--- config.mk ---
export PLATFORM = sky130hd
export DESIGN_NAME = lwe_encrypt
export DESIGN_NICKNAME = d
export VERILOG_FILES = /design/src/rtl/lwe_pkg.sv /design/src/rtl/mod_add.sv /design/src/rtl/lwe_encrypt.sv
export SDC_FILE = /design/constraint.sdc
export NUM_CORES = 1
export LEC_CHECK = 0
export BUFFER_PORTS_ARGS = -buffer_cell sky130_fd_sc_hd__buf_2
export CORE_MARGIN = 4
export CORE_UTILIZATION = 47
export DETAILED_ROUTE_END_ITERATION = 6
export PLACE_DENSITY = 0.66
export SLEW_MARGIN = 20
export SYNTH_ARGS = -nofsm -noshare
export SYNTH_HDL_FRONTEND = slang
export SYNTH_HIERARCHICAL = 1
export SYNTH_SLANG_ARGS = --single-unit
--- constraint.sdc ---
create_clock -name clk -period 4.75 [get_ports clk]
set_input_delay 0 -clock clk [delete_from_list [all_inputs] [get_ports clk]]
set_output_delay 0 -clock clk [all_outputs]
set_load 0.01 [all_outputs]
--- src/rtl/lwe_pkg.sv ---
// rtl/lwe_pkg.sv - shared LWE types and arithmetic helpers
package lwe_pkg;

  typedef enum logic [1:0] {IDLE, ACCUM, EMIT} state_t;

  function automatic int unsigned calc_delta(input int unsigned q, input int unsigned p);
    return q / p;
  endfunction

  // Both operands must already be reduced below q.
  function automatic longint unsigned mod_add_fn(input longint unsigned a,
                                                 input longint unsigned b,
                                                 input longint unsigned q);
    longint unsigned s;
    s = a + b;
    return (s >= q) ? s - q : s;
  endfunction

endpackage

--- src/rtl/mod_add.sv ---
// rtl/mod_add.sv - combinational a+b mod q for a, b < q
module mod_add
  import lwe_pkg::*;
#(
  parameter int WIDTH   = 21,
  parameter int MODULUS = 1024
) (
  input  logic [WIDTH-1:0] a,
  input  logic [WIDTH-1:0] b,
  output logic [WIDTH-1:0] sum
);

  assign sum = WIDTH'(mod_add_fn(64'(a), 64'(b), 64'(MODULUS)));

endmodule

--- src/rtl/lwe_encrypt.sv ---
// rtl/lwe_encrypt.sv - LWE encryption: accumulate selected public-key rows, emit ciphertext
module lwe_encrypt
  import lwe_pkg::*;
#(
  parameter int PLAINTEXT_MODULUS  = 64,
  parameter int PLAINTEXT_WIDTH    = 6,
  parameter int CIPHERTEXT_MODULUS = 1024,
  parameter int CIPHERTEXT_WIDTH   = 21,
  parameter int DIMENSION          = 1,
  parameter int BIG_N              = 30
) (
  input  logic                        clk,
  input  logic                        rst_n,
  input  logic                        start,
  input  logic [PLAINTEXT_WIDTH-1:0]  plaintext,
  input  logic [BIG_N-1:0]            rand_bits,
  input  logic                        publickey_valid,
  input  logic [CIPHERTEXT_WIDTH-1:0] publickey_entry,
  output logic                        publickey_ready,
  output logic                        ciphertext_valid,
  output logic [CIPHERTEXT_WIDTH-1:0] ciphertext_entry,
  output logic [DIMENSION:0]          row,
  output logic                        busy,
  output logic                        done
);

  localparam int DELTA = int'(calc_delta(CIPHERTEXT_MODULUS, PLAINTEXT_MODULUS));
  localparam int NE    = DIMENSION + 1;
  localparam int JW    = (DIMENSION > 0) ? $clog2(DIMENSION + 1) : 1;
  localparam int IW    = (BIG_N > 1) ? $clog2(BIG_N) : 1;
  localparam int CW    = CIPHERTEXT_WIDTH;

  state_t            state_q, state_d;
  logic [BIG_N-1:0]  r_q;
  logic [IW-1:0]     i_q;
  logic [JW-1:0]     j_q;
  logic [JW-1:0]     k_q;
  logic [CW-1:0]     acc_q [NE];
  logic [CW-1:0]     sum   [NE];
  logic              beat;
  logic              last_beat;
  logic              last_emit;

  assign beat      = (state_q == ACCUM) && publickey_valid;
  assign last_beat = beat && (i_q == IW'(BIG_N - 1)) && (j_q == JW'(DIMENSION));
  assign last_emit = (state_q == EMIT) && (k_q == JW'(DIMENSION));

  for (genvar g = 0; g < NE; g++) begin : g_acc
    mod_add #(
      .WIDTH   (CW),
      .MODULUS (CIPHERTEXT_MODULUS)
    ) u_mod_add (
      .a   (acc_q[g]),
      .b   (publickey_entry),
      .sum (sum[g])
    );
  end

  always_comb begin
    state_d = state_q;
    case (state_q)
      IDLE:    if (start) state_d = ACCUM;
      ACCUM:   if (last_beat) state_d = EMIT;
      EMIT:    if (last_emit) state_d = IDLE;
      default: state_d = IDLE;
    endcase
  end

  always_ff @(posedge clk or negedge rst_n) begin
    if (!rst_n) begin
      state_q <= IDLE;
      r_q     <= '0;
      i_q     <= '0;
      j_q     <= '0;
      k_q     <= '0;
      for (int e = 0; e < NE; e++) acc_q[e] <= '0;
    end else begin
      state_q <= state_d;
      case (state_q)
        IDLE: begin
          if (start) begin
            r_q      <= rand_bits;
            i_q      <= '0;
            j_q      <= '0;
            k_q      <= '0;
            acc_q[0] <= CW'((32'(plaintext) * DELTA) % CIPHERTEXT_MODULUS);
            for (int e = 1; e < NE; e++) acc_q[e] <= '0;
          end
        end
        ACCUM: begin
          if (beat) begin
            // Only the coefficient currently addressed by j picks up the entry.
            for (int e = 0; e < NE; e++)
              if (r_q[i_q] && (j_q == JW'(e))) acc_q[e] <= sum[e];
            if (j_q == JW'(DIMENSION)) begin
              j_q <= '0;
              i_q <= i_q + 1'b1;
            end else begin
              j_q <= j_q + 1'b1;
            end
          end
        end
        EMIT: k_q <= last_emit ? '0 : k_q + 1'b1;
        default: ;
      endcase
    end
  end

  assign publickey_ready  = (state_q == ACCUM);
  assign busy             = (state_q != IDLE);
  assign ciphertext_valid = (state_q == EMIT);
  assign ciphertext_entry = (state_q == EMIT) ? acc_q[k_q] : '0;
  assign row              = (state_q == EMIT) ? (DIMENSION + 1)'(k_q) : '0;
  assign done             = last_emit;

endmodule

# Word level (Yosys, flattened, before mapping)
# Cells that the tools add are included.
# totals
regBits,81
inputBits,61
word_cells,75
# op_classes
add_sub_neg,7
order_cmp,4
eq_ne,10
mux,28
bitwise,2
reduce_logical,17
# ops
cell,count
$mux 21,8
$mux 42,2
$pmux 42 s2,1
$add 21x21->22,2
$ge 22x11->1 const B,2
$sub 21x11->21 const B,2
$mux 5,3
$ne 2x1->1 const B,6
$reduce_and 4->1,3
$pmux 5 s2,1
$logic_and 1x1->1,6
$lt 5x6->1 const B,1
$mux 1,6
$mux 2,3
$pmux 2 s3,1
$reduce_and 3->1,2
$reduce_bool 2->1,3
$add 5x1->5 const B,1
$bmux 1 s5,1
$eq 5x5->1 const B,1
$pmux 1 s2,2
$reduce_and 2->1,2
$add 1x1->1 const B,2
$eq 2x1->1 const B,1
other kinds (6),6

# Depth between registers and ports, before layout
# Gate-level depths: netlist of run 1.
# logic_depth
ltp_word,6
ltp_mapped,18
depth_no_buf,17

# Cells and area by module
# The synthesis of run 1 kept the hierarchy.
# by_module_without_submodules
module,n_inst,cells_each,area_per_inst_um2,seq_area_each_um2
lwe_encrypt,1,441,4125.2,2026.9
mod_add,2,255,1709.1,0.0

# Worst setup path after synthesis of run 1
# OpenSTA, ideal clock, no wires.
# synth_timing
kind,reg-to-reg
from,reg acc_q[21] (netlist name)
to,reg acc_q[40] (netlist name)
setup_ns,0.079
arrival_time_ns,3.917
required_time_ns,4.671
setup_slack_ns,0.754
stages_incl_launch_ff,19
path_buffers,1
synth_period_minus_slack_ns,3.996
cell_sequence,dfrtp_1 -> ha_1 -> inv_1 -> fa_1 -> nand2b_1 -> a21oi_1 -> a21o_1 -> a21oi_1 -> xnor2_1 -> ha_1 -> nand2_1 -> or4_1 -> or4_4 -> o41ai_4 -> nor4bb_1 -> buf_6 -> o31ai_2 -> nand2_1 -> mux2i_1
# synth_lines
element,line,source
"start, declared",lwe_encrypt.sv:38,logic [CW-1:0] acc_q [NE];
"start signal, assigned by index",lwe_encrypt.sv:94,if (r_q[i_q] && (j_q == JW'(e))) acc_q[e] <= sum[e];

==> impl_metrics.ini, run 1 <==
[outcome]
run_status = finished, final reports clean

[pwr]
ir_drop_uv = 270
fin_total_pwr_w = 0.00620
p_per_area_mw_per_mm2 = 704
p_leak_nw = 4.07

[logic_synthesis]
yosysWarnings = 6
synth_cells = 951
syn-num-nets = 1062
synth.distinct_cells = 70
synth-seq-cells = 81
synth_top_family_by_area = simple AND/OR/NAND/NOR gates
yosys.area_share.simple = 0.237
synth_fa_ha_area_frac = 0.0849
synth-xor-area-share = 0.0290
syn-cell-area_mm2 = 0.00754
synth_seq_area_share = 0.269
synth_compound_area_frac = 0.199
async_flop_share = 1.00
syn_avg_cell_area_um2 = 7.93
synth.mux.area_fraction = 0.121
synth_edf_count = 0
synth-main-ff-cell = dfrtp_1

[finish]
mostFrequentLayoutCells = 200 x nand2_1, 85 x buf_2, 81 x dfrtp_1, 69 x mux2i_1, 59 x nor2_1
layoutNonFillerInstCount = 1265
final_common_cell = nand2_1
nets = 1155
antenna_cells = 0
drive_above_1_share = 0.152
synthToLayoutAreaGrowth_pct = 16.7

[clocking]
cts.sink_count = 81
path_clk_slew_ns = 0.07
cts.path.max_buffers = 2
htreeDepth = 3
cts_tree = done
root_buffer = clkbuf_16
cts_buffers = 9
clk_latency_ns = 0.35

[worst_setup_path]
cp-end-kind = flip-flop
crit_slowest_cell = or4_4
start_kind = flip-flop
critPathTopFamily = simple AND/OR/NAND/NOR gates
crit_path_cell_trace = ha_1 > inv_1 > fa_1 > nand2b_1 > a21oi_1 > a21o_1 > a21oi_1 > xnor2_2 > ha_1 > nand2_1 > or4_1 > or4_4 > o41ai_4 > nor4bb_1 > buf_4 > o31ai_2 > nand2_1 > mux2i_1
worst_ep_required_time_ns = 5.02
cp_num_buf_inv = 2
cp_slowest_stage_delay_ns = 0.45
arrival_ns = 4.71
critPathMaxFanout = 9
crit_type = reg -> reg

[global_routing]
grt_remaining_overflow = 0
grt_pass1_vias = 6891
track_usage = 0.237
antenna_found_initial = 0
grt_max_degree = 78
grt_pass1_wl_um = 34800

[hold_path]
hold_path.class = in -> reg

[drt]
avgViaCountPerCell = 5.71
firstDrtPassIters = 5
wl_per_cell_um = 16.8
post-route-drc-count = 0
drt-initial-drc-count = 397
ant_nets = 0
vias = 7219
routed_wl_um = 21200

[timing]
setup_viol = 0
period_share = 0.934
tightest_slew_ns = 1.02
skew_ns = 0.0123
fin_crit_ns = 4.44
timing.fmax_mhz = 225
finalSetupTns_ns = 0
maxSlewViolCount = 0
rsz0062_at_grt = no
finalHoldViolations = 0
slew_headroom = 0.313
setup_ws_ns = 0.315

[die]
rows = 46
die_area_mm2 = 0.0181
fp.dieW_um = 135
die_h_um = 135
start_util = 0.477
io_pins = 88
core_area_mm2 = 0.0158

[placed_design]
hpwl_um = 15900
port_buffers = 86
gp_congestion = 0.927
dp_slack_ns = 0.306
dp.cells = 1214

[flow_run]
max_cap_viol_count = 0
==> worst min-delay path, delay by kind of cell <==
family,cells,cell delay [ns]
buf+inv,1,0.09
simple gates,2,0.14
mux,1,0.13
==> cell families (layout without fill, tap and decap cells) <==
group | Yosys count | in the layout
other cells | 1 | 1
simple gates | 383 | 383
compound gates | 218 | 218
buf+inv | 111 | 209
flops | 81 | 81
mux | 82 | 82
fa+ha+maj | 50 | 50
xor+xnor | 25 | 25
==> routing by layer <==
metal	wire length (um)	vias up	track usage
met2	9970	207	0.395
li1	-	3554	-
met1	10000	3434	0.329
met4	319	0	0.0639
met3	902	24	0.0246
met5	0	-	0
==> final timing paths <==
| check | startpoint | end | slack [ns] | cells after the start |
|---|---|---|---|---|
| min in group asynchronous | rst_n | acc_q[16] | 0.30 | 3 |
| max in group asynchronous | rst_n | acc_q[41] | 3.88 | 3 |
| worst max register to register | acc_q[21] | acc_q[40] | 0.31 | 18 |
| worst min register to register | r_q[20] | r_q[20] | 0.48 | 2 |
| worst max-delay path | acc_q[21] | acc_q[40] | 0.31 | 18 |
| worst min-delay path | plaintext[2] | acc_q[27] | 0.03 | 4 |
==> cell type report <==
cell class,count,area (um^2)
Clock inverter,7,81.3
Fill cell,1527,7020
Clock buffer,9,225
Multi-Input combinational cell,759,5090
Inverter,57,214
Timing Repair Buffer,136,900
Tap cell,216,270
Sequential cell,81,2030
==> repair_timing <==
item | in CTS | in global routing
buffers inserted | 0 | 0
hold buffers | 35 | 0
gates resized for setup | 0 | 1
setup endpoints to repair | 0 | 4
hold endpoints to repair | 37 | 0
==> power by group <==
part / leakage, nW / internal, W / total (W) / switching, W
clock: 0.153 / 0.000418 / 0.000742 / 0.000324
combinational: 2.92 / 0.00170 / 0.00416 / 0.00246
sequential: 0.995 / 0.000981 / 0.00130 / 0.000317
total: 4.07 / 0.00310 / 0.00620 / 0.00310
==> registers in the layout, summed over array words and instances (netlist names) <==
signal and count:
state_q 2, k_q 1, r_q 30, i_q 5, acc_q 42, j_q 1
==> cells in the mapped netlist (all sizes together), types with 7 or more instances <==
library cell  instances  area [um^2]
nor3                  9         45.0
o21ai                63          315
clkbuf               41          154
a21o                  9         67.6
a21oi                58          298
o211ai               17          128
xnor2                15          131
dfrtp                81         2030
ha                   48          601
inv                  57          214
nor2                 59          221
xor2                 10         87.6
nand2               200          751
nand2b               15         93.8
a31oi                 7         43.8
or2                   9         56.3
or4                   8         67.6
mux2                  8          109
or3                  10         62.6
a211oi               10          110
nand4                12         75.1
nand3                24          120
buf                  13         91.3
mux2i                69          691
and3                 10         62.6
==> metrics by stage <==
| step | hold WS, ns | utilization | instance area (um^2) |
|---|---|---|---|
| finish | 0.0283 | 0.556 | 8800 |
| global route | 0.0560 | 0.556 | 8800 |
| CTS | 0.0247 | 0.555 | 8790 |
| detailed placement | -0.197 | 0.514 | 8130 |
| global placement | -0.198 | 0.514 | 8130 |
| floorplan | -0.296 | - | 7540 |
Note: power is estimated with default switching activity, not from simulation.
==> run 2: changes to the inputs <==
--- a/config.mk
+++ b/config.mk
@@ -6,11 +6,10 @@
 export NUM_CORES = 1
 export LEC_CHECK = 0
 export BUFFER_PORTS_ARGS = -buffer_cell sky130_fd_sc_hd__buf_2
-export CORE_MARGIN = 4
 export CORE_UTILIZATION = 47
+export CTS_BUF_LIST = sky130_fd_sc_hd__clkbuf_4 sky130_fd_sc_hd__clkbuf_8
 export DETAILED_ROUTE_END_ITERATION = 6
 export PLACE_DENSITY = 0.66
-export SLEW_MARGIN = 20
 export SYNTH_ARGS = -nofsm -noshare
 export SYNTH_HDL_FRONTEND = slang
 export SYNTH_HIERARCHICAL = 1
==> impl_metrics.ini, run 2 (synthesis gave the netlist of run 1 again) <==
[timing]
tightest_slew_ns = 1.12
fin_hold_ws_ns = 0.0358
finalHoldViolations = 0
finalSetupTns_ns = 0
rsz0062_at_grt = no
setup_viol = 0
skew_ns = 0.0138
period_share = 0.924
fin_crit_ns = 4.39
maxSlewViolCount = 0
setup_ws_ns = 0.359
slew_headroom = 0.255
timing.fmax_mhz = 228

[drt]
vias = 7261
firstDrtPassIters = 5
post-route-drc-count = 0
wl_per_cell_um = 16.8
avgViaCountPerCell = 5.78
routed_wl_um = 21100
ant_nets = 0
drt-initial-drc-count = 601

[worst_setup_path]
crit_path_cell_trace = ha_1 > inv_1 > fa_1 > nand2b_1 > a21oi_1 > a21o_1 > a21oi_1 > xnor2_1 > ha_1 > nand2_1 > or4_1 > or4_4 > o41ai_4 > nor4bb_1 > buf_4 > o31ai_2 > nand2_1 > mux2i_1
cp_slowest_stage_delay_ns = 0.44
critPathMaxFanout = 9
arrival_ns = 4.69
crit_slowest_cell = or4_4
critPathTopFamily = simple AND/OR/NAND/NOR gates
worst_ep_required_time_ns = 5.05
cp_num_buf_inv = 2
ff2ff_setup_slack_ns = 0.36
crit_type = reg -> reg
cp-end-kind = flip-flop
start_kind = flip-flop

[clocking]
root_buffer = clkbuf_8
path_clk_slew_ns = 0.09
ctsResizeCount = 0
cts_tree = done
cts.sink_count = 81
htreeDepth = 3
cts.path.max_buffers = 2
clk_latency_ns = 0.38
cts_buffers = 9

[outcome]
run_status = finished, final reports clean

[placed_design]
port_buffers = 86
hpwl_um = 16000
dp_slack_ns = 0.422
gp_congestion = 0.911

[pwr]
ir_drop_uv = 221
p_per_area_mw_per_mm2 = 690
p_int_w = 0.00293
switching_share = 0.511
share_comb_of_total_power = 0.688
power_switching_w = 0.00306
p_leak_nw = 4.00
clockPowerShare = 0.094
p_seq_frac = 0.218

[finish]
n_fill_cell = 1476
mostFrequentLayoutCells = 200 x nand2_1, 85 x buf_2, 81 x dfrtp_1, 69 x mux2i_1, 59 x nor2_1
top_register = acc_q
nets = 1152
register_area_mm2 = 0.00203
synthToLayoutAreaGrowth_pct = 15.0
drive_above_1_share = 0.144
largest_register_ffs = 42
multi_input_area_mm2 = 0.00508
top_regs = acc_q (42), r_q (30), i_q (5)
final_common_cell = nand2_1
antenna_cells = 0

[hold_path]
hold_path.class = in -> reg

[die]
io_pins = 88
die_h_um = 129
fp.dieW_um = 129
rows = 45
core_area_mm2 = 0.0154
start_util = 0.489
die_area_mm2 = 0.0166

[global_routing]
antenna_found_initial = 0
grt_remaining_overflow = 0
grt_pass1_vias = 6669
grt_max_degree = 82
track_usage = 0.266
grt_pass1_wl_um = 34300

[flow_run]
max_cap_viol_count = 0
run 2: cell type report:
class | instances | share of cell area
multi-input cells | 759 | 0.585
clock buffers | 12 | 0.0183
well taps | 211 | 0.0304
clock inverters | 4 | 0.00649
inverters | 57 | 0.0247
repair buffers | 133 | 0.101
flip-flops and latches | 81 | 0.234
run 2: timing repair:
action                    CTS  global route
buffers inserted            0             0
hold endpoints to repair  117             0
hold buffers               37             0
run 2: worst paths after layout:
check | start | cells after the start | end
max | acc_q[21] | 18 | acc_q[40]
min | plaintext[2] | 4 | acc_q[27]
max reg2reg | acc_q[21] | 18 | acc_q[40]
min reg2reg | r_q[23] | 2 | r_q[23]
max in group asynchronous | rst_n | 2 | acc_q[19]
min in group asynchronous | rst_n | 2 | r_q[2]
run 2: layer usage:
metal | wire [um] | up-vias | GRT usage | part of all wire
li1 | - | 3549 | - | -
met1 | 10100 | 3451 | 0.384 | 0.48
met2 | 9480 | 226 | 0.411 | 0.45
met3 | 1110 | 35 | 0.0378 | 0.053
met4 | 448 | 0 | 0.0775 | 0.021
met5 | 0 | - | 0 | 0
run 2: power by group through the flow:
| stage | clock [W] | sequential, W | combinational, W |
|---|---|---|---|
| final | 0.000565 | 0.00130 | 0.00412 |
| after floorplan | 0 | 0.00114 | 0.00326 |
| after detailed placement | 0 | 0.00131 | 0.00402 |
| after global routing | 0.000605 | 0.00135 | 0.00458 |
| after global placement | 0 | 0.00130 | 0.00399 |
| after CTS | 0.000577 | 0.00130 | 0.00407 |
run 2: worst register-to-register path, delay by kind of cell, from the launching register on:
kind                       cells  cell delay (ns)
xor gates and xnor gates       1             0.29
muxes                          1             0.16
adders and majority gates      3             0.84
AOI/OAI and AO/OA              5             1.14
buffers and inverters          2             0.26
and+or+nand+nor                6             1.25
DFF                            1             0.38
run 2: through the flow:
| step | total power, W | util | area [um^2] | std cells |
|---|---|---|---|---|
| after floorplan | 0.00440 | - | 7540 | 951 |
| after global placement | 0.00529 | 0.524 | 8090 | 1204 |
| after detailed placement | 0.00533 | 0.524 | 8090 | 1204 |
| after CTS | 0.00594 | 0.562 | 8680 | 1257 |
| after global routing | 0.00653 | 0.562 | 8680 | 1257 |
| final | 0.00598 | 0.562 | 8680 | 1257 |
==> run 3: changes to the inputs <==
--- a/config.mk
+++ b/config.mk
@@ -9,6 +9,7 @@
 export CORE_UTILIZATION = 47
 export CTS_BUF_LIST = sky130_fd_sc_hd__clkbuf_4 sky130_fd_sc_hd__clkbuf_8
 export DETAILED_ROUTE_END_ITERATION = 6
+export MAX_ROUTING_LAYER = met4
 export PLACE_DENSITY = 0.66
 export SYNTH_ARGS = -nofsm -noshare
 export SYNTH_HDL_FRONTEND = slang
==> impl_metrics.ini, run 3 (synthesis gave the netlist of run 1 again) <==
[timing]
slew_headroom = 0.257
maxSlewViolCount = 0
tightest_slew_ns = 1.11
setup_viol = 0
skew_ns = 0.0115
period_share = 0.925
finalHoldViolations = 0
setup_ws_ns = 0.358
fin_crit_ns = 4.39
timing.fmax_mhz = 228
finalSetupTns_ns = 0
fin_hold_ws_ns = 0.0310
rsz0062_at_grt = no

[worst_setup_path]
arrival_ns = 4.70
ff2ff_setup_slack_ns = 0.36
critPathMaxFanout = 8
crit_type = reg -> reg
critPathTopFamily = simple AND/OR/NAND/NOR gates
cp-end-kind = flip-flop
crit_path_cell_trace = ha_1 > inv_1 > fa_1 > nand2b_1 > a21oi_1 > a21o_1 > a21oi_1 > xnor2_1 > ha_1 > nand2_1 > or4_1 > or4_4 > o41ai_4 > nor4bb_1 > buf_4 > o31ai_2 > nand2_1 > mux2i_1
rr_startpoint = acc_q[0]
worst_r2r_endpoint = acc_q[19]
cp_num_buf_inv = 2
cp_slowest_stage_delay_ns = 0.44
crit_slowest_cell = or4_4
r2r_cells = 18
worst_ep_required_time_ns = 5.06
start_kind = flip-flop

[global_routing]
grt_max_degree = 82
track_usage = 0.274
antenna_found_initial = 0
grt_pass1_wl_um = 34300
grt_remaining_overflow = 0
grt_pass1_vias = 6670

[placed_design]
dp.cells = 1204
dp_slack_ns = 0.422
gp_congestion = 0.927
hpwl_um = 16000
port_buffers = 86

[clocking]
root_buffer = clkbuf_8
clk_latency_ns = 0.38
cts.sink_count = 81
cts_setup_buffers = 0
htreeDepth = 3
path_clk_slew_ns = 0.09
cts.path.max_buffers = 2
cts_buffers = 9
cts_tree = done

[hold_path]
min_from = plaintext[2]
hold_path.class = in -> reg
whs_endpoint = acc_q[27]
hold_depth = 4

[drt]
routed_wl_um = 21200
firstDrtPassIters = 6
avgViaCountPerCell = 5.77
post-route-drc-count = 0
wl_per_cell_um = 16.8
vias = 7259
drt-initial-drc-count = 626
ant_nets = 0

[pwr]
p_per_area_mw_per_mm2 = 690
clockPowerShare = 0.095
p_int_w = 0.00293
p_leak_nw = 4.00
power_switching_w = 0.00306
p_seq_frac = 0.217
share_comb_of_total_power = 0.688
ir_drop_uv = 222
switching_share = 0.511

[die]
rows = 45
start_util = 0.489
die_area_mm2 = 0.0166
die_h_um = 129
io_pins = 88
core_area_mm2 = 0.0154
fp.dieW_um = 129

[finish]
synthToLayoutAreaGrowth_pct = 15.0
antenna_cells = 0
largest_register_ffs = 42
mostFrequentLayoutCells = 200 x nand2_1, 85 x buf_2, 81 x dfrtp_1, 69 x mux2i_1, 59 x nor2_1
top_register = acc_q
top_regs = acc_q (42), r_q (30), i_q (5)
final_common_cell = nand2_1
layoutNonFillerInstCount = 1257
drive_above_1_share = 0.144
nets = 1152

[flow_run]
max_cap_viol_count = 0

[outcome]
run_status = finished, final reports clean
==> run 3: cell counts in the layout (fill, tap and decap cells not counted) <==
No cell type changed its count.
==> run 3: final cells by class <==
cell class | instances | area, um^2
Clock buffer | 12 | 159
Multi-Input combinational cell | 759 | 5080
Sequential cell | 81 | 2030
Timing Repair Buffer | 133 | 878
Clock inverter | 4 | 56.3
Fill cell | 1476 | 6750
Tap cell | 211 | 264
Inverter | 57 | 214
==> run 3: per-stage QoR <==
step	util	cell area [um^2]	total power (W)
floorplan	-	7540	0.00440
global placement	0.524	8090	0.00529
detailed placement	0.524	8090	0.00533
CTS	0.562	8680	0.00594
global route	0.562	8680	0.00653
finish	0.562	8680	0.00599
==> run 3: layer usage <==
layer | track usage | vias up | share of wire
li1 | - | 3542 | -
met1 | 0.385 | 3464 | 0.48
met2 | 0.411 | 217 | 0.45
met3 | 0.0374 | 36 | 0.053
met4 | 0.0775 | 0 | 0.022
met5 | - | - | 0
==> run 3: worst min-delay path, delay by kind of cell <==
kind,cells,cell delay [ns]
muxes,1,0.15
and+or+nand+nor,2,0.16
buffers and inverters,1,0.08
==> run 3: worst max path at each step <==
stage / start / to / slack [ns] / depth (start not counted)
final: acc_q[0] / acc_q[19] / 0.36 / 18
after global placement: acc_q[0] / acc_q[19] / 0.53 / 18
after CTS: acc_q[0] / acc_q[19] / 0.39 / 18
after detailed placement: acc_q[0] / acc_q[19] / 0.42 / 18
after global routing: acc_q[0] / acc_q[19] / 0.09 / 18
after floorplan: acc_q[21] / acc_q[40] / 0.75 / 18
==> run 3: power by group through the flow <==
stage	logic [W]	clock network, W	registers, W
floorplan	0.00326	0	0.00114
global placement	0.00399	0	0.00130
detailed placement	0.00402	0	0.00131
CTS	0.00407	0.000577	0.00130
global route	0.00458	0.000605	0.00134
finish	0.00412	0.000568	0.00130
==> run 3: timing repair <==
action / in CTS / in global routing
hold buffers: 37 / 0
endpoints found under the hold margin: 117 / 0
gates resized for setup: 0 / 0
